## config.mk

```make
export PLATFORM = sky130hd
export DESIGN_NAME = ahb_uart_tx
export DESIGN_NICKNAME = d
export VERILOG_FILES = /design/src/rtl/ahb_uart_pkg.sv /design/src/rtl/sync_fifo.sv /design/src/rtl/ahb_uart_tx.sv
export SDC_FILE = /design/constraint.sdc
export NUM_CORES = 1
export LEC_CHECK = 0
export BUFFER_PORTS_ARGS = -buffer_cell sky130_fd_sc_hd__buf_2
export CORE_MARGIN = 2
export CORE_UTILIZATION = 45
export DETAILED_ROUTE_END_ITERATION = 12
export PLACE_DENSITY_LB_ADDON = 0.08
export SETUP_SLACK_MARGIN = 0.02
export SLEW_MARGIN = 30
export SYNTH_ARGS = -nofsm -noshare
export SYNTH_HDL_FRONTEND = slang
export SYNTH_SLANG_ARGS = --single-unit
export TNS_END_PERCENT = 20
```

## constraint.sdc

```tcl
create_clock -name HCLK -period 5.9 [get_ports HCLK]
set_input_delay 0.885 -clock HCLK [delete_from_list [all_inputs] [get_ports HCLK]]
set_output_delay 0.885 -clock HCLK [all_outputs]
set_load 0.02 [all_outputs]
```

## src/rtl/ahb_uart_pkg.sv

```systemverilog
// Shared definitions for the AHB-attached UART transmitter: register offsets,
// TX state encoding, bus data-phase payload and parameter defaults.
package ahb_uart_pkg;

  localparam int unsigned FIFO_DEPTH_DEF  = 8;
  localparam int unsigned DEFAULT_DIV_DEF = 16;
  localparam int unsigned DIV_W           = 16;
  localparam int unsigned DATA_W          = 8;

  // Word offsets as seen on HADDR[3:2]
  localparam logic [1:0] REG_TXDATA = 2'd0;
  localparam logic [1:0] REG_STATUS = 2'd1;
  localparam logic [1:0] REG_BAUD   = 2'd2;
  localparam logic [1:0] REG_CTRL   = 2'd3;

  typedef enum logic [1:0] {
    ST_IDLE  = 2'd0,
    ST_START = 2'd1,
    ST_DATA  = 2'd2,
    ST_STOP  = 2'd3
  } tx_state_e;

  typedef struct packed {
    logic [1:0] addr;
    logic       write;
    logic       valid;
  } dphase_t;

endpackage

```

## src/rtl/sync_fifo.sv

```systemverilog
// Single-clock FIFO; pushes on full are dropped unless a pop frees a slot
// in the same cycle, and pops on empty are ignored.
module sync_fifo #(
  parameter int unsigned DEPTH = 8,
  parameter int unsigned WIDTH = 8
) (
  input  logic                         clk,
  input  logic                         rst,
  input  logic                         push,
  input  logic                         pop,
  input  logic [WIDTH-1:0]             wdata,
  output logic [WIDTH-1:0]             rdata,
  output logic                         full,
  output logic                         empty,
  output logic [$clog2(DEPTH+1)-1:0]   count
);

  localparam int unsigned AW = $clog2(DEPTH);
  localparam int unsigned CW = $clog2(DEPTH + 1);

  logic [WIDTH-1:0] mem [DEPTH];
  logic [AW-1:0]    wr_ptr;
  logic [AW-1:0]    rd_ptr;
  logic [CW-1:0]    cnt;
  logic             do_push_c;
  logic             do_pop_c;

  assign full      = (cnt == CW'(DEPTH));
  assign empty     = (cnt == '0);
  assign count     = cnt;
  assign rdata     = mem[rd_ptr];
  assign do_pop_c  = pop & ~empty;
  assign do_push_c = push & (~full | do_pop_c);

  always_ff @(posedge clk) begin
    if (do_push_c) mem[wr_ptr] <= wdata;
  end

  // Pointers wrap naturally because DEPTH is a power of two
  always_ff @(posedge clk) begin
    if (rst) begin
      wr_ptr <= '0;
      rd_ptr <= '0;
      cnt    <= '0;
    end else begin
      if (do_push_c) wr_ptr <= wr_ptr + AW'(1);
      if (do_pop_c)  rd_ptr <= rd_ptr + AW'(1);
      case ({do_push_c, do_pop_c})
        2'b10:   cnt <= cnt + CW'(1);
        2'b01:   cnt <= cnt - CW'(1);
        default: cnt <= cnt;
      endcase
    end
  end

endmodule

```

## src/rtl/ahb_uart_tx.sv

```systemverilog
// AHB-Lite slave feeding a byte FIFO that drains into an 8N1 serial
// transmitter with a programmable clocks-per-bit divider.
module ahb_uart_tx
  import ahb_uart_pkg::*;
#(
  parameter int unsigned FIFO_DEPTH  = FIFO_DEPTH_DEF,
  parameter int unsigned DEFAULT_DIV = DEFAULT_DIV_DEF
) (
  input  logic        HCLK,
  input  logic        HRESET,
  input  logic        HSEL,
  input  logic [31:0] HADDR,
  input  logic        HWRITE,
  input  logic        HTRANS,
  input  logic        HREADY,
  input  logic [31:0] HWDATA,
  output logic [31:0] HRDATA,
  output logic        HREADYOUT,
  output logic        TXD,
  output logic        TX_BUSY
);

  localparam int unsigned CNT_W = $clog2(FIFO_DEPTH + 1);

  dphase_t              dp_q;
  logic                 enable_q;
  logic [DIV_W-1:0]     baud_div_q;
  logic                 fifo_push_c;
  logic                 fifo_pop_c;
  logic                 fifo_full;
  logic                 fifo_empty;
  logic [CNT_W-1:0]     fifo_count;
  logic [DATA_W-1:0]    fifo_rdata;
  logic                 wr_txdata_c;
  logic                 stall_c;

  tx_state_e            state_q, state_d;
  logic [DIV_W-1:0]     cnt_q, cnt_d;
  logic [DIV_W-1:0]     div_q, div_d;
  logic [2:0]           bit_q, bit_d;
  logic [DATA_W-1:0]    shreg_q, shreg_d;
  logic                 txd_q, txd_d;
  logic                 launch_c;
  logic                 bit_end_c;
  logic                 start_ok_c;
  logic [DIV_W-1:0]     eff_div_c;
  logic                 unused_bits_c;

  assign unused_bits_c = ^{HADDR[31:4], HADDR[1:0], HWDATA[31:16]};

  // A TXDATA write on a full FIFO waits unless the transmitter pops this cycle
  assign wr_txdata_c = dp_q.valid & dp_q.write & (dp_q.addr == REG_TXDATA);
  assign stall_c     = wr_txdata_c & fifo_full & ~fifo_pop_c;
  assign fifo_push_c = wr_txdata_c & ~stall_c;
  assign HREADYOUT   = ~stall_c;
  assign TX_BUSY     = ~fifo_empty | (state_q != ST_IDLE);
  assign TXD         = txd_q;

  always_ff @(posedge HCLK) begin
    if (HRESET) begin
      dp_q <= '0;
    end else if (HREADY) begin
      dp_q <= '{addr: HADDR[3:2], write: HWRITE, valid: HSEL & HTRANS};
    end
  end

  always_ff @(posedge HCLK) begin
    if (HRESET) begin
      enable_q   <= 1'b0;
      baud_div_q <= DIV_W'(DEFAULT_DIV);
    end else if (dp_q.valid && dp_q.write) begin
      case (dp_q.addr)
        REG_BAUD: baud_div_q <= HWDATA[DIV_W-1:0];
        REG_CTRL: enable_q   <= HWDATA[0];
        default:  ;
      endcase
    end
  end

  always_comb begin
    HRDATA = '0;
    if (dp_q.valid && !dp_q.write) begin
      case (dp_q.addr)
        REG_STATUS: HRDATA = {19'd0, 5'(fifo_count), 5'd0, fifo_empty, fifo_full, TX_BUSY};
        REG_BAUD:   HRDATA = 32'(baud_div_q);
        REG_CTRL:   HRDATA = 32'(enable_q);
        default:    HRDATA = '0;
      endcase
    end
  end

  sync_fifo #(
    .DEPTH (FIFO_DEPTH),
    .WIDTH (DATA_W)
  ) u_fifo (
    .clk   (HCLK),
    .rst   (HRESET),
    .push  (fifo_push_c),
    .pop   (fifo_pop_c),
    .wdata (HWDATA[DATA_W-1:0]),
    .rdata (fifo_rdata),
    .full  (fifo_full),
    .empty (fifo_empty),
    .count (fifo_count)
  );

  assign eff_div_c  = (baud_div_q == '0) ? DIV_W'(1) : baud_div_q;
  assign bit_end_c  = (cnt_q == (div_q - DIV_W'(1)));
  assign start_ok_c = enable_q & ~fifo_empty;

  always_ff @(posedge HCLK) begin
    if (HRESET) begin
      state_q <= ST_IDLE;
      cnt_q   <= '0;
      div_q   <= DIV_W'(1);
      bit_q   <= '0;
      shreg_q <= '0;
      txd_q   <= 1'b1;
    end else begin
      state_q <= state_d;
      cnt_q   <= cnt_d;
      div_q   <= div_d;
      bit_q   <= bit_d;
      shreg_q <= shreg_d;
      txd_q   <= txd_d;
    end
  end

  // Frame sequencing; a new frame may launch from IDLE or straight out of STOP
  always_comb begin
    state_d    = state_q;
    cnt_d      = cnt_q + DIV_W'(1);
    div_d      = div_q;
    bit_d      = bit_q;
    shreg_d    = shreg_q;
    txd_d      = txd_q;
    launch_c   = 1'b0;
    fifo_pop_c = 1'b0;
    case (state_q)
      ST_IDLE: begin
        cnt_d    = '0;
        txd_d    = 1'b1;
        launch_c = start_ok_c;
      end
      ST_START: if (bit_end_c) begin
        state_d = ST_DATA;
        cnt_d   = '0;
        bit_d   = '0;
        txd_d   = shreg_q[0];
      end
      ST_DATA: if (bit_end_c) begin
        cnt_d = '0;
        if (bit_q == 3'd7) begin
          state_d = ST_STOP;
          txd_d   = 1'b1;
        end else begin
          bit_d   = bit_q + 3'd1;
          shreg_d = {1'b0, shreg_q[DATA_W-1:1]};
          txd_d   = shreg_q[1];
        end
      end
      ST_STOP: if (bit_end_c) begin
        state_d  = ST_IDLE;
        cnt_d    = '0;
        txd_d    = 1'b1;
        launch_c = start_ok_c;
      end
      default: state_d = ST_IDLE;
    endcase
    if (launch_c) begin
      fifo_pop_c = 1'b1;
      state_d    = ST_START;
      cnt_d      = '0;
      txd_d      = 1'b0;
      shreg_d    = fifo_rdata;
      div_d      = eff_div_c;
    end
  end

endmodule

```

Word level (Yosys, flattened, before mapping)

Memories as Yosys holds them, arrays and structs flattened. A register that Yosys moved wholly into a read port is not among the register bits.
Index checks and enable logic that the tools add are counted.
Widths: inputs -> output; s select.

Bits of input ports: 70
Memories: 1
Bits in writable memories: 64
Register bits after elaboration: 77
Logic and storage cells: 115

$add $sub $neg: 7
Multiplexer cells: 33
Eq/ne operators: 21
Reductions and logical operators: 23
Bitwise gates (word level): 15

Memory list:

| name       | words | width | rd ports | clocked after Yosys merged registers in | wr ports | line            | source |
|---|---|---|---|---|---|---|---|
| u_fifo.mem | 8     | 8     | 1        | 1                                       | 1        | sync_fifo.sv:21 | `logic [WIDTH-1:0] mem [DEPTH];` |

Operators by type and width:

| kind                  | number |
|---|---|
| $mux 16               | 3 |
| $pmux 16 s3           | 1 |
| $mux 8                | 4 |
| $pmux 16 s2           | 1 |
| $add 16x1->16 const B | 1 |
| $eq 16x16->1          | 1 |
| $logic_not 16->1      | 1 |
| $sub 16x1->16 const B | 1 |
| $mux 3                | 5 |
| $ne 2x2->1 const B    | 6 |
| $ne 3x3->1 const B    | 4 |
| $eq 2x2->1 const B    | 5 |
| $mux 1                | 10 |
| $reduce_and 5->1      | 2 |
| $reduce_bool 2->1     | 5 |
| $add 3x1->3 const B   | 3 |
| $and 1x1->1           | 9 |
| $mux 2                | 4 |
| $pmux 4 s2            | 1 |
| $eq 2x1->1 const B    | 3 |
| $pmux 2 s3            | 1 |
| $pmux 3 s2            | 1 |
| $reduce_and 3->1      | 2 |
| $add 4x1->4 const B   | 1 |
| other kinds (17)      | 24 |

Depth between registers and ports, before layout

Gate-level depths: netlist (run 1).

Depth in word-level cells: 13
Gate-level depth with buffers: 18
Depth with buffers taken out: 17

Hierarchy

A second synthesis (run 1) with hierarchy kept.

Cell total of the unflattened synthesis: 642
Area, all modules: 6959.2 sq um

By module, submodules not included:

| module      | area each (sq um) | cells each | times used |
|---|---|---|---|
| ahb_uart_tx | 3756.1            | 466        | 1 |
| sync_fifo   | 3203.1            | 176        | 1 |

Worst setup path after synthesis (run 1)

Ideal clock, no wire load.

Kind: register to register
From: register div_q[0]
To: register u_fifo.cnt[2], in the netlist u_fifo.count[2]
Arrival time: 3.938 ns
Library setup time: 0.071 ns
Period minus slack after synthesis: 4.008 ns
Stages on the path, launching flop included: 18
Path slack: 1.892 ns
Required time: 5.829 ns
Cell sequence: dfxtp_1 -> inv_1 -> ha_1 -> or4b_1 -> clkbuf_1 -> a2111oi_1 -> a31oi_1 -> or3_1 -> a22o_2 -> o21ai_1 -> nand2_1 -> ha_1 -> xor2_1 -> ha_1 -> a21oi_1 -> xor2_1 -> or3_1 -> a21oi_1

Cells in the longest elaborated chain, start to end: 12
Elaborated cells on any way between the ends: 16
Those cells by class: add/sub (1); eq/ne (3); mux (4); bitwise (7); reduce/logical (1)

Ends and longest elaborated chain:

| element                                                | line               | source |
|---|---|---|
| from (decl)                                            | ahb_uart_tx.sv:39  | `logic [DIV_W-1:0] div_q, div_d;` |
| from (signal assigned)                                 | ahb_uart_tx.sv:122 | `div_q <= div_d;` |
| $sub 16x1->16 *                                        | ahb_uart_tx.sv:108 | `assign bit_end_c = (cnt_q == (div_q - DIV_W'(1)));` |
| $eq 16x16->1 *                                         | ahb_uart_tx.sv:108 |  |
| $mux 1 *                                               | ahb_uart_tx.sv:162 | `ST_STOP: if (bit_end_c) begin` |
| $pmux 1 s2 *                                           | ahb_uart_tx.sv:139 | `case (state_q)` |
| $mux 1 *                                               | ahb_uart_tx.sv:170 | `if (launch_c) begin` |
| $not 1->1                                              | ahb_uart_tx.sv:53  | `assign stall_c = wr_txdata_c & fifo_full & ~fifo_pop_c;` |
| $and 1x1->1                                            | ahb_uart_tx.sv:53  |  |
| $not 1->1                                              | ahb_uart_tx.sv:54  | `assign fifo_push_c = wr_txdata_c & ~stall_c;` |
| $and 1x1->1                                            | ahb_uart_tx.sv:54  |  |
| $and 1x1->1                                            | sync_fifo.sv:33    | `assign do_push_c = push & (~full \| do_pop_c);` |
| $eq 2x1->1 / $eq 2x2->1 (equally long branches)        | sync_fifo.sv:48    | `case ({do_push_c, do_pop_c})` |
| $pmux 4 s2 / $reduce_bool 2->1 (equally long branches) | --                 |  |
| to (signal assigned)                                   | sync_fifo.sv:49    | `2'b10: cnt <= cnt + CW'(1);` |
| to (signal assigned)                                   | sync_fifo.sv:50    | `2'b01: cnt <= cnt - CW'(1);` |
| to (signal assigned)                                   | sync_fifo.sv:51    | `default: cnt <= cnt;` |
| to (decl)                                              | sync_fifo.sv:24    | `logic [CW-1:0] cnt;` |

Mark *: on every way between the ends. The rest lies on a longest branch, timed or not.
A chain may end at the register's enable or synchronous reset.

Final worst setup path (run 1)

From: register div_q[0]
To: output port HREADYOUT

Cells in the longest elaborated chain, start to end: 8

Ends and longest elaborated chain:

| element       | line               | source |
|---|---|---|
| $sub 16x1->16 | ahb_uart_tx.sv:108 |  |
| $eq 16x16->1  | ahb_uart_tx.sv:108 |  |
| $mux 1        | ahb_uart_tx.sv:162 |  |
| $pmux 1 s2    | ahb_uart_tx.sv:139 |  |
| $mux 1        | ahb_uart_tx.sv:170 |  |
| $not 1->1     | ahb_uart_tx.sv:53  |  |
| $and 1x1->1   | ahb_uart_tx.sv:53  |  |
| $not 1->1     | ahb_uart_tx.sv:55  | `assign HREADYOUT = ~stall_c;` |
| to (decl)     | ahb_uart_tx.sv:18  | `output logic HREADYOUT,` |

Every way passes these cells.

==> results of run 1 <==
layout by cell type (no fill, tap or decap), types with 22 or more instances in the layout:
cell	n
sky130_fd_sc_hd__nand2_1	66
sky130_fd_sc_hd__mux2i_1	22
sky130_fd_sc_hd__nor2_1	47
sky130_fd_sc_hd__nand3_1	30
sky130_fd_sc_hd__a21oi_1	50
sky130_fd_sc_hd__edfxtp_1	64
sky130_fd_sc_hd__o21ai_0	36
sky130_fd_sc_hd__buf_2	41
sky130_fd_sc_hd__dfxtp_1	80
cell type report:
| cell class | count | area, µm² | area share |
|---|---|---|---|
| repair buffers | 51 | 280 | 0.0362 |
| clock inverters | 14 | 120 | 0.0155 |
| clock buffers | 18 | 429 | 0.0554 |
| multi-input cells | 466 | 3100 | 0.401 |
| inverters | 13 | 48.8 | 0.00630 |
| well taps | 188 | 235 | 0.0304 |
| flip-flops and latches | 144 | 3520 | 0.455 |
metrics by stage:
step | utilization | instances | cell area [µm²]
finish | 0.513 | 894 | 7740
detailed placement | 0.476 | 862 | 7190
global placement | 0.476 | 862 | 7190
floorplan | - | 678 | 6950
global route | 0.513 | 894 | 7740
CTS | 0.513 | 894 | 7740
critical path, delay by kind of cell (launching register included):
kind,cells,cell delay (ps)
adder cells (fa/ha/maj),1,280
flip-flops,1,370
AO/OA/AOI/OAI,4,970
AND/OR/NAND/NOR,4,1500
buffers and inverters,3,510
power breakdown:
part	internal, µW	total [µW]	switching, µW
Clock	553	1010	453
Sequential	1040	1050	3.50
Combinational	18.6	68.5	49.9
Total	1610	2120	507
routing by layer:
metal	vias to the layer above	track usage	wire (µm)
li1	2430	-	-
met1	2397	0.275	7670
met4	0	0.0711	178
met5	-	0	0
met3	19	0.0534	622
met2	103	0.312	7230
kinds of logic (layout without fill, tap and decap cells):
logic type | count (synthesis) | in the layout | share of synthesized area
compound gates | 125 | 125 | 0.109
xor+xnor | 34 | 34 | 0.0432
fa+ha+maj | 15 | 15 | 0.0272
buf+inv | 68 | 96 | 0.0485
flops | 144 | 144 | 0.511
mux | 43 | 43 | 0.0940
other cells | 1 | 16 | 0.000544
simple gates | 233 | 233 | 0.167
worst max path at each step:
stage,startpoint,endpoint,depth (start not counted)
detailed placement,div_q[0],u_fifo.count[2],18
finish,div_q[0],HREADYOUT,12
global route,div_q[0],u_fifo.count[2],18
global placement,div_q[0],u_fifo.count[2],18
CTS,div_q[0],HREADYOUT,12
floorplan,div_q[0],u_fifo.count[2],17
flip-flops by register name, summed over array words and instances (netlist names), named ones only:
signal	cells
shreg_q	8
enable_q	1
u_fifo.mem	64
TXD	1
u_fifo.count	4
div_q	16
u_fifo.wr_ptr	3
dp_q	4
bit_q	3
u_fifo.rd_ptr	3
baud_div_q	16
state_q	2
cnt_q	16
==> out/summary.md, run 1 <==
The tools report the combined global-route utilization of all metal layers as 0.202. The starting density of the core came out at 0.457. In the synthesized netlist, the number of instances is 663. The number of synthesis warnings was 0. In this run the critical register-to-register path is captured at u_fifo.count[2]. The top cell type's share of synthesized area was 0.279; the max-slew violation count was 0.

The root cell of the clock tree was sky130_fd_sc_hd__clkbuf_16. The startpoint class of the critical path is a register. The count of vias placed by the detailed router came out at 4949. After clock tree synthesis, the flow added hold-fix buffers numbering 0.

The final setup TNS was 0 ps; the number of inserted filler cells in the final layout was 1361. STA puts the critical path data arrival time at 4040 ps. Number of global-route vias before repair: 4852. The number of vias per cell was 5.54; the clock-pin slew on the worst setup and hold paths was 60 ps. For this design the ratio of total power to cell area is 274 nW/µm².

The core box area was 15100 µm²; the flip-flop and latch count after synthesis was 144. For this design the top-level I/O count stands at 105. After global routing the overflow that remains totals 0. The most common cell in the synthesized netlist is sky130_fd_sc_hd__dfxtp_1.

In the post-synthesis netlist, the biggest area contributors are sky130_fd_sc_hd__edfxtp_1 28%, sky130_fd_sc_hd__dfxtp_1 23%, sky130_fd_sc_hd__mux4_2 5.6%. The proportion of synthesized flip-flops having asynchronous set or reset was 0. Traced cell by cell, the critical path runs through inv_1, ha_1, or4b_1, a2111oi_1, a31oi_1, or3_1, a22o_2, o21bai_2, buf_4, nand2_1, nand3_1, buf_2. Across the VDD grid, the largest voltage drop is 0.000197 V.

The number of sinks handled by clock tree synthesis is 144. The logs give 0 for the number of antenna violations at the first check in global routing and 0 for the number of hold violations in the final report. The tools report the kind of capture point of the worst setup path as an output port. The final worst hold slack was 469 ps; the global placement routability congestion was 0.822. The synthesized netlist occupies a cell area of 6890 µm². At the pin with the least slew margin, the transition time is 874 ps. The number of gates resized after CTS was 0. The synthesized design spends more area on one cell type than any other, namely sky130_fd_sc_hd__edfxtp_1. The sequential cell area fraction in the yosys report came out at 0.511.

The clock period could shrink to 4930 ps. The detail route stage leaves a number of antenna-violating nets equal to 0. Compared with the post-synthesis result, the final layout area differs by 12.3%. The run gives 15.7 mm as the overall routed net length. TritonCTS created 17 clock buffers.

The die is 128 µm wide. The cell with the largest stage delay on the worst path is sky130_fd_sc_hd__or4b_1. Startpoint-to-endpoint class of the critical path: register to output port. The tool flagged a number of max-cap violations equal to 0. The tools report the insertion delay of the later-clocked pin in the worst-skew pair as 430 ps. The fraction of final layout cells sized beyond drive strength 1 works out to 0.159. The tightest min-delay check is of the register to register type. The highest fanout seen on the critical path was 19; the worst slew margin relative to its limit was 0.414. The run gives 974 ps as the least setup slack across all paths after layout. The worst hold path terminates at bit_q[1]. In this run the core area contains 45 standard-cell rows. Synthesis instantiated 64 different standard cells from the library. The die boundary height was 128 µm; the number of flops mapped to enable cells by yosys was 64. Clock skew on the completed layout was measured at 13.3 ps.

For this run, the top clock speed supported by timing is 203 MHz. Ranked by instance count, the synthesized netlist is headed by 80 x sky130_fd_sc_hd__dfxtp_1, 66 x sky130_fd_sc_hd__nand2_1, 64 x sky130_fd_sc_hd__edfxtp_1. In this run the critical register-to-register path is launched from div_q[0]. In this design, the stage delay of the slowest critical-path cell is 590 ps. The number of buffers between clock root and the deepest sink was 2; the mean area per synthesized cell was 10.4 µm². The worst hold path was traced through 2 stages. The count of port buffers added during placement was 42; the depth of the worst register-to-register path was 18. The run gives 4 as the total number of H-tree levels. Setup repair after global routing left no endpoint under its margin.

The run gives 1120 ps as the post-place setup slack. The final count of negative-setup-slack endpoints is 0, and the detailed-route wire length per cell is 17.6 µm. The setup check on the worst reg-to-reg path leaves a slack of 1060 ps. The first global-routing pass estimated 25.3 mm of wire.

For this run, the leading register cell type out of synthesis is sky130_fd_sc_hd__dfxtp_1. TritonCTS built the clock tree. The floorplan step defined a die boundary enclosing 16300 µm². The analysis attributes to cell leakage a power of 0.00271 µW.

The flow ran to the end, and the final reports show no timing, DRC or antenna violations. The number of setup buffers added after CTS is 0. The number of nets in the layout was 778. The tools report the total design power as 2120 µW. The worst min-delay path startpoint is bit_q[1]. The final cycle utilization of the critical path works out to 0.835.

Maximum number of pins on one net before global-route repair: 55. The final antenna diode count came out at 0. For this run, design rule violations remaining after detail routing come to 0.

At the worst endpoint, the required time is 5020 ps. In this run, the number of DRC markers left after iteration 0 of detailed routing was 295. The detailed-routing iteration count for the pre-antenna-repair pass was 8; the placed wire-length estimate after detailed placement was 10.8 mm.
Note: power is estimated with default switching activity, not from simulation.
==> run 2: changes to the inputs <==
==> constraint.sdc (replaced) <==
create_clock -name HCLK -period 4.7 [get_ports HCLK]
set_input_delay 0.705 -clock HCLK [delete_from_list [all_inputs] [get_ports HCLK]]
set_output_delay 0.705 -clock HCLK [all_outputs]
set_load 0.02 [all_outputs]
==> run 2 against run 1 <==
Compared with the run above:
- cell count is 0.67% higher
- final area increased by 0.50%
- hold slack worse by 2.9 ps
- critical path type unchanged
- clock power up 25%
- highest routed layer unchanged
- count of clock-buffer cells in the layout stayed put
- combinational power grew 28%
- first-iteration DRC count up 31%
- power is 26% higher
==> out/summary.md, run 2 (synthesis results as in run 1) <==
105 I/O pins were placed. The number of global-route vias before repair was 4709. The number of hold violations in the final report came out at 0. The synthesis-to-finish area growth came out at 12.8%. In the final design database the tool counted 784 nets. The final cycle utilization of the critical path was 0.930; the overall routed net length was 15.5 mm. For flop-to-flop paths, the worst setup slack is 360 ps. For this design, the slowest cell found on the critical path is sky130_fd_sc_hd__or4b_1. The number of clock buffers added by TritonCTS is 17.

The run finished with clean final reports. For this run, the slowest stage of the critical path takes 590 ps. The tightest hold path in the finished design has a slack of 466 ps. In this run the worst setup path begins at div_q[0]. The number of buffers between clock root and the deepest sink came out at 2. The run gives 0 as the number of antenna violations at the first check in global routing. The floorplan step set the die height to 128 µm. The final route contains 4982 vias.

Clock tree synthesis selected as its root buffer the cell sky130_fd_sc_hd__clkbuf_16. In this run the static leakage power is 0.00273 µW. The combined global-route utilization of all metal layers is 0.197. The register with the most flip-flops in the layout has 64 of them. STA classifies the critical path endpoint as an output port. The placed wire-length estimate after detailed placement came out at 10.8 mm.

The endpoint of the most critical setup path was HREADYOUT. In this run the number of H-tree levels came out at 4. Area of the die: 16300 µm². After clock tree synthesis, the clock-pin slew on the worst setup and hold paths is 60 ps.

The tools report the worst vdd rail ir drop as 0.000257 V. Leaving out fill and tap cells, the most frequent cell in the layout is sky130_fd_sc_hd__dfxtp_1. Worst slew margin relative to its limit: 0.431.

In this run the horizontal extent of the chip is 128 µm. In this run the critical register-to-register path is launched from div_q[0]. On the critical path the largest part of the delay comes from simple AND/OR/NAND/NOR gates. The largest register by flop count was u_fifo.mem. The number of vias per cell came out at 5.54. The worst hold path was traced through 2 stages. In this run the post-CTS setup repair buffer count came out at 0. For the starting density of the core, the log shows 0.457. TritonCTS built the clock tree. Entering global routing, the biggest net connects 55 pins. Clock latency on the worst-skew pair, taken at its later pin, is 420 ps.

Least setup slack across all paths after layout: 327 ps. The number of gates given a new drive strength after cts is 0. The tools report the startpoint class of the critical path as a register.

Setup repair after global routing left no endpoint under its margin. The floorplan has 45 rows. At the pin with the least slew margin, the transition time is 853 ps. The area of placed instances is 7220 µm². Subtracting the final worst setup slack from the clock period gives 4370 ps.

The endpoint identified for the worst register-to-register timing path is u_fifo.count[2]. For the worst setup path, the data arrival time is 3670 ps. The critical path crosses 12 cells after its start point. The fraction of final layout cells sized beyond drive strength 1 was 0.164. The number of DRC violations after detailed-routing iteration 0 was 387; the post-place setup slack was 461 ps. Dividing total power by cell area gives a power density of 342 nW/µm².

The number of inserted filler cells in the final layout was 1356. The tool flagged a number of max-cap violations equal to 0. The max-slew violation count was 0; the final setup TNS was 0 ps. Global routing finished with a remaining overflow of 0. For the worst setup path, the data required time is 3990 ps. At the end of routability-driven placement, the weighted congestion stood at 0.813.

The tools report the detailed-routing iteration count for the pre-antenna-repair pass as 7. In the layout the commonest cells are 80 x sky130_fd_sc_hd__dfxtp_1, 66 x sky130_fd_sc_hd__nand2_1, 64 x sky130_fd_sc_hd__edfxtp_1, 50 x sky130_fd_sc_hd__a21oi_1, 47 x sky130_fd_sc_hd__nor2_1. Counting every sink on the clock net gives 144.

Final antenna diode count: 0. Depth of the worst register-to-register path: 16. The clock arrives with 10.8 ps of skew.

The critical path in this run is classified as register to output port. For the DRC violation count after routing, the log shows 0. The signal on the critical path passes through inv_1, ha_1, or4b_1, a2111oi_1, a31oi_1, or3_1, a22o_2, o21bai_2, nand2_1, buf_4, nand3_1, buf_2.

For this run, the top clock speed supported by timing is 229 MHz. Setup violations remaining at the end of the flow were counted as 0. The hold-fix buffer count after cts was 0; the wire length of the first global-routing pass was 24.8 mm. The core region is 15100 µm². Count of port buffers added during placement: 42. Dividing the detail-routed wire length by the instance count gives 17.3 µm. The remaining antenna violation count was 0; the final non-filler cell area was 7780 µm².

The type of the tightest min-delay check was register to register. The number of buffer and inverter stages on the critical path was 3; the highest fanout seen on the critical path was 10.
run 2: changes by cell type in the layout (fill, tap and decap cells not counted), moves of 2 or more:
cell / delta
sky130_fd_sc_hd__nor3_1: +2
sky130_fd_sc_hd__nor3_2: -2
sky130_fd_sc_hd__buf_4: +4
sky130_fd_sc_hd__clkinvlp_4: +2
sky130_fd_sc_hd__clkinv_4: -2
sky130_fd_sc_hd__clkinv_1: -2
run 2: metal layers:
metal | GRT usage | vias to the layer above | wire, µm
li1 | - | 2441 | -
met4 | 0.0595 | 0 | 227
met3 | 0.0488 | 15 | 570
met2 | 0.302 | 123 | 7100
met1 | 0.278 | 2403 | 7650
met5 | 0 | - | 0
run 2: how the worst min path moves through the flow:
stage	startpoint	end	slack, ps
after floorplan	bit_q[1]	bit_q[1]	440
after global placement	bit_q[1]	bit_q[1]	450
after detailed placement	bit_q[1]	bit_q[1]	460
after CTS	bit_q[1]	bit_q[1]	470
after global routing	bit_q[1]	bit_q[1]	490
final	bit_q[1]	bit_q[1]	470
run 2: stage by stage:
| stage | power, µW | std cells | utilization |
|---|---|---|---|
| 2_1_floorplan | 1410 | 678 | - |
| 3_3_place_gp | 1420 | 867 | 0.478 |
| 3_5_place_dp | 1430 | 867 | 0.478 |
| 4_1_cts | 2690 | 899 | 0.515 |
| 5_1_grt | 2760 | 900 | 0.516 |
| 6_report | 2660 | 900 | 0.516 |
run 2: layout make-up:
class	instances	area (µm²)	share of cell area
flip-flops and latches	144	3520	0.453
multi-input cells	466	3090	0.398
clock buffers	18	429	0.0552
repair buffers	57	327	0.0420
well taps	188	235	0.0302
clock inverters	14	123	0.0158
inverters	13	48.8	0.00627
run 2: worst register-to-register path, cell delays in order (launching register included):
cell                        delay, ps
sky130_fd_sc_hd__dfxtp_1          370
sky130_fd_sc_hd__inv_1             80
sky130_fd_sc_hd__ha_1             280
sky130_fd_sc_hd__or4b_1           590
sky130_fd_sc_hd__a2111oi_1        420
sky130_fd_sc_hd__a31oi_1           80
sky130_fd_sc_hd__or3_1            360
sky130_fd_sc_hd__a22o_2           330
sky130_fd_sc_hd__o21ai_1          280
sky130_fd_sc_hd__nand2_1          150
sky130_fd_sc_hd__ha_1             290
sky130_fd_sc_hd__xor2_1           170
sky130_fd_sc_hd__ha_1             180
sky130_fd_sc_hd__a21oi_1          140
sky130_fd_sc_hd__xor2_1            90
sky130_fd_sc_hd__or3_1            310
sky130_fd_sc_hd__a21oi_1          150
run 2: power breakdown:
| part | switching (µW) | internal (µW) |
|---|---|---|
| Clock | 566 | 695 |
| Combinational | 63.1 | 24.7 |
| Sequential | 4.17 | 1310 |
| Total | 634 | 2030 |
==> run 3: changes to the inputs <==
--- a/config.mk
+++ b/config.mk
@@ -14,5 +14,6 @@
 export SLEW_MARGIN = 30
 export SYNTH_ARGS = -nofsm -noshare
 export SYNTH_HDL_FRONTEND = slang
+export SYNTH_HIERARCHICAL = 1
 export SYNTH_SLANG_ARGS = --single-unit
 export TNS_END_PERCENT = 20
==> run 3 against run 2 <==
Compared with the run above:
- combinational power decreased by 3.4%
- area after synthesis increased by 0.94%
- critical path depth increased by 6
- count of clock-buffer cells in the layout increased by 1
- clock power increased by 11%
- die area increased by 0.91%
- flip-flop and latch count unchanged
- maximum frequency decreased by 0.59%
- worst setup slack got worse by 26 ps
- via count decreased by 1.3%
- global-route usage decreased by 0.23 points
- cell count decreased by 2.3%
- critical endpoint is now u_fifo/count[3]
==> out/summary.md, run 3 <==
The flow ran to the end, and the final reports show no timing, DRC or antenna violations. The tools report the number of buffers between clock root and the deepest sink as 2. The critical path required time is 5050 ps, and the transition time at the pin with the least slew margin is 804 ps. The worst setup skew after layout came out at 11.2 ps. In this run the power density over the cells is 357 nW/µm². The detailed-route wire length per cell works out to 17.3 µm. Subtracting the final worst setup slack from the clock period gives 4400 ps. Hold repair after CTS inserted 0 buffers. Among cell families on the critical path, the largest total delay comes from simple AND/OR/NAND/NOR gates. The proportion of synthesized flip-flops having asynchronous set or reset is 0, and the number of flip-flops in the largest register is 64. The critical path contains buffers and inverters numbering 3 combined. The final cycle utilization of the critical path came out at 0.936. Entering global routing, the biggest net connects 55 pins. Among all stages on the critical path, the largest delay is contributed by sky130_fd_sc_hd__or4b_2. Across the VDD grid, the largest voltage drop is 0.000311 V. Die outline width: 128 µm. The switching share of power works out to 0.217.

The final count of negative-setup-slack endpoints came out at 0. For this run, the number of Yosys warnings is 6. The highest fanout seen on the critical path was 12; the area of placed instances was 7230 µm². Once detail routing completed, the nets flagged for antenna violations numbered 0. The portion of total power attributed to combinational logic was 0.030.

In this run, placement finished with an instance count of 847. The cell with the most instances after synthesis was sky130_fd_sc_hd__dfxtp_1. The tree built by TritonCTS fans out to 144 sinks. Based on the critical path, the design can be clocked at up to 227 MHz.

Detailed routing placed a total of 483 µm of wire on met3. For the worst setup path, the data arrival time is 4750 ps. Biggest area consumer among synthesized cells: sky130_fd_sc_hd__edfxtp_1. The path class of the tightest hold or removal check is register to register. The synthesis-to-finish area growth is 13.0%. The number of different library cells used by synthesis comes to 71. More flip-flops sit in one register than any other, and that register is u_fifo/mem. The worst path meets setup with 301 ps of slack. In the layout the commonest cells are 79 x sky130_fd_sc_hd__dfxtp_1, 64 x sky130_fd_sc_hd__edfxtp_1, 55 x sky130_fd_sc_hd__nor2_1, 50 x sky130_fd_sc_hd__nand2_1, 45 x sky130_fd_sc_hd__a21oi_1. The number of flops mapped to enable cells by yosys was 64. The logs give 0.469 for the power share of the sequential group and 15.2 mm for the overall routed net length.

The cell that appears most often on the critical path is sky130_fd_sc_hd__inv_1. The die is 128 µm tall. The cell count after synthesis came out at 642.

The depth of the worst register-to-register path is 18. For this run, the number of standard cells in the final layout without fillers is 879. Number of global-route vias before repair: 4882.

The delay contributed by the slowest stage of the critical path works out to 670 ps. The logs give 0 for the max-slew violation count and 10.5 mm for the placed wire-length estimate after detailed placement. Worst slew margin relative to its limit: 0.464. The number of DRC violations after detailed-routing iteration 0 is 319. Fill cells in the final layout number 1370. After synthesis the netlist holds a flip-flop and latch count of 144. The die covers 16500 µm². The tools report the number of antenna violations at the first check in global routing as 1.

For the number of nets in the layout, the log shows 762. For the DRC violation count after routing, the log shows 0. TritonCTS built the clock tree. At the end of routability-driven placement, the weighted congestion stood at 0.827. Wire segments on met2 add up to 7.22 mm in the final route.

Number of hold violations in the final report: 0. For this block, wires on met1 add up to 7.26 mm. The repair_antennas step left the layout with diodes totalling 0. For the detailed-routing iteration count for the pre-antenna-repair pass, the log shows 4.

The tools report the net switching power of the design as 610 µW. For the clock power share, the log shows 0.501. Sorting the synthesized cells by how often they occur yields 80 x sky130_fd_sc_hd__dfxtp_1, 64 x sky130_fd_sc_hd__edfxtp_1, 55 x sky130_fd_sc_hd__nor2_1.

The total design power came out at 2800 µW. The number of vias per cell came out at 5.59. The number of rows in the core area came out at 45.

The run gives 17 as the number of buffers created by CTS. For this run, the leading register cell type out of synthesis is sky130_fd_sc_hd__dfxtp_1. Max-cap violations in this run came to 0. The total overflow left after global routing is 0. Each instance of the synthesized netlist takes up on average 10.8 µm². The number of gates given a new drive strength after cts is 0. Sorting the synthesized cells by area gives the leading types as sky130_fd_sc_hd__edfxtp_1 28%, sky130_fd_sc_hd__dfxtp_1 23%, sky130_fd_sc_hd__mux4_1 3.8%.

For this design the static power due to leakage is 0.00280 µW. The starting density of the core came out at 0.459. The number of cells traversed by the worst hold path came out at 1. Leaving out fill and tap cells, the most frequent cell in the layout is sky130_fd_sc_hd__dfxtp_1. The internal power of the cells totals 2190 µW. STA classifies the critical path endpoint as a register. Setup repair after global routing left no endpoint under its margin. After floorplanning, the core was sized to cover 15100 µm². At the later pin of the worst-skew pair, clock insertion delay measures 430 ps. The worst setup path is launched from a register. The first global-routing pass estimated 25.0 mm of wire. The synthesized netlist occupies a cell area of 6960 µm². The uppermost metal layer occupied by signal nets is met5.

The tree is rooted in a sky130_fd_sc_hd__clkbuf_16. Timing analysis after detailed placement gives a worst setup slack of 200 ps. The fraction of final layout cells sized beyond drive strength 1 is 0.177, and the final non-filler cell area is 7860 µm².

After routing, the total negative slack on setup checks comes to 0 ps. Traced cell by cell, the critical path runs through inv_1, ha_2, or4b_2, o41ai_2, o32ai_1, o22ai_1, and4_4, a21o_1, nand2_4, inv_1, o21ai_2, or2_2, inv_1, ha_1, a21oi_2, nor4bb_1, o21bai_1, a31oi_1. The sequential cell area fraction in the yosys report was 0.506; the cell count along the critical path was 18. The clock-pin slew on the worst setup and hold paths came out at 60 ps. The number of setup buffers added after CTS is 0. During I/O placement, the number of pins put on the boundary was 105. Top cell type's share of synthesized area: 0.276.

For this block, the via count after detailed routing is 4915. Combined global-route utilization of all metal layers: 0.195. The count of port buffers added during placement works out to 42. The startpoint-to-endpoint class of the critical path is register to register.

The H-tree was split into 4 levels.
==> run 3: cells by family (layout without fill, tap and decap cells) <==
| family | count (synthesis) | in the layout | share of synthesized area |
|---|---|---|---|
| AO/OA/AOI/OAI | 120 | 120 | 0.114 |
| other | 1 | 16 | 0.000539 |
| AND/OR/NAND/NOR | 217 | 217 | 0.156 |
| XOR/XNOR | 39 | 39 | 0.0491 |
| adder cells (fa/ha/maj) | 14 | 14 | 0.0263 |
| buffers and inverters | 68 | 102 | 0.0568 |
| multiplexers | 39 | 39 | 0.0919 |
| flip-flops | 144 | 144 | 0.506 |
==> run 3: worst paths after layout <==
| path | from | to | slack [ps] |
|---|---|---|---|
| worst max register to register | div_q[0] | u_fifo/count[3] | 300 |
| worst min-delay path | bit_q[1] | bit_q[1] | 470 |
| worst min register to register | bit_q[1] | bit_q[1] | 470 |
| worst max-delay path | div_q[0] | u_fifo/count[3] | 300 |
==> run 3: per-stage QoR <==
stage | util | hold WS [ps]
2_1_floorplan | - | 446
3_3_place_gp | 0.477 | 455
3_5_place_dp | 0.477 | 462
4_1_cts | 0.518 | 477
5_1_grt | 0.519 | 507
6_report | 0.519 | 474
==> run 3: power by group through the flow <==
| stage | registers [µW] | logic [µW] | clock network (µW) |
|---|---|---|---|
| 2_1_floorplan | 1340 | 67.1 | 0 |
| 3_3_place_gp | 1340 | 82.7 | 0 |
| 4_1_cts | 1320 | 85.5 | 1430 |
| 6_report | 1320 | 84.8 | 1400 |
| 5_1_grt | 1320 | 94.1 | 1480 |
| 3_5_place_dp | 1340 | 85.4 | 0 |
==> run 3: worst reg2reg max path, cell delays in order (launching register included) <==
cell	delay [ps]
sky130_fd_sc_hd__dfxtp_1	360
sky130_fd_sc_hd__inv_1	80
sky130_fd_sc_hd__ha_2	220
sky130_fd_sc_hd__or4b_2	670
sky130_fd_sc_hd__o41ai_2	320
sky130_fd_sc_hd__o32ai_1	140
sky130_fd_sc_hd__o22ai_1	260
sky130_fd_sc_hd__and4_4	310
sky130_fd_sc_hd__a21o_1	200
sky130_fd_sc_hd__nand2_4	140
sky130_fd_sc_hd__inv_1	160
sky130_fd_sc_hd__o21ai_2	100
sky130_fd_sc_hd__or2_2	330
sky130_fd_sc_hd__inv_1	90
sky130_fd_sc_hd__ha_1	270
sky130_fd_sc_hd__a21oi_2	230
sky130_fd_sc_hd__nor4bb_1	240
sky130_fd_sc_hd__o21bai_1	110
sky130_fd_sc_hd__a31oi_1	120
==> run 3: final cells by class <==
| cell class | instances | area (µm²) | area share |
|---|---|---|---|
| inverters | 12 | 45.0 | 0.00573 |
| multi-input cells | 445 | 3110 | 0.396 |
| clock buffers | 19 | 443 | 0.0563 |
| flip-flops and latches | 144 | 3520 | 0.448 |
| repair buffers | 58 | 330 | 0.0420 |
| well taps | 188 | 235 | 0.0299 |
| clock inverters | 13 | 173 | 0.0220 |
==> run 3: layer usage <==
metal | global-route usage | up-vias
li1 | - | 2391
met1 | 0.260 | 2415
met2 | 0.318 | 90
met3 | 0.0441 | 17
met4 | 0.0627 | 2
met5 | 0 | -
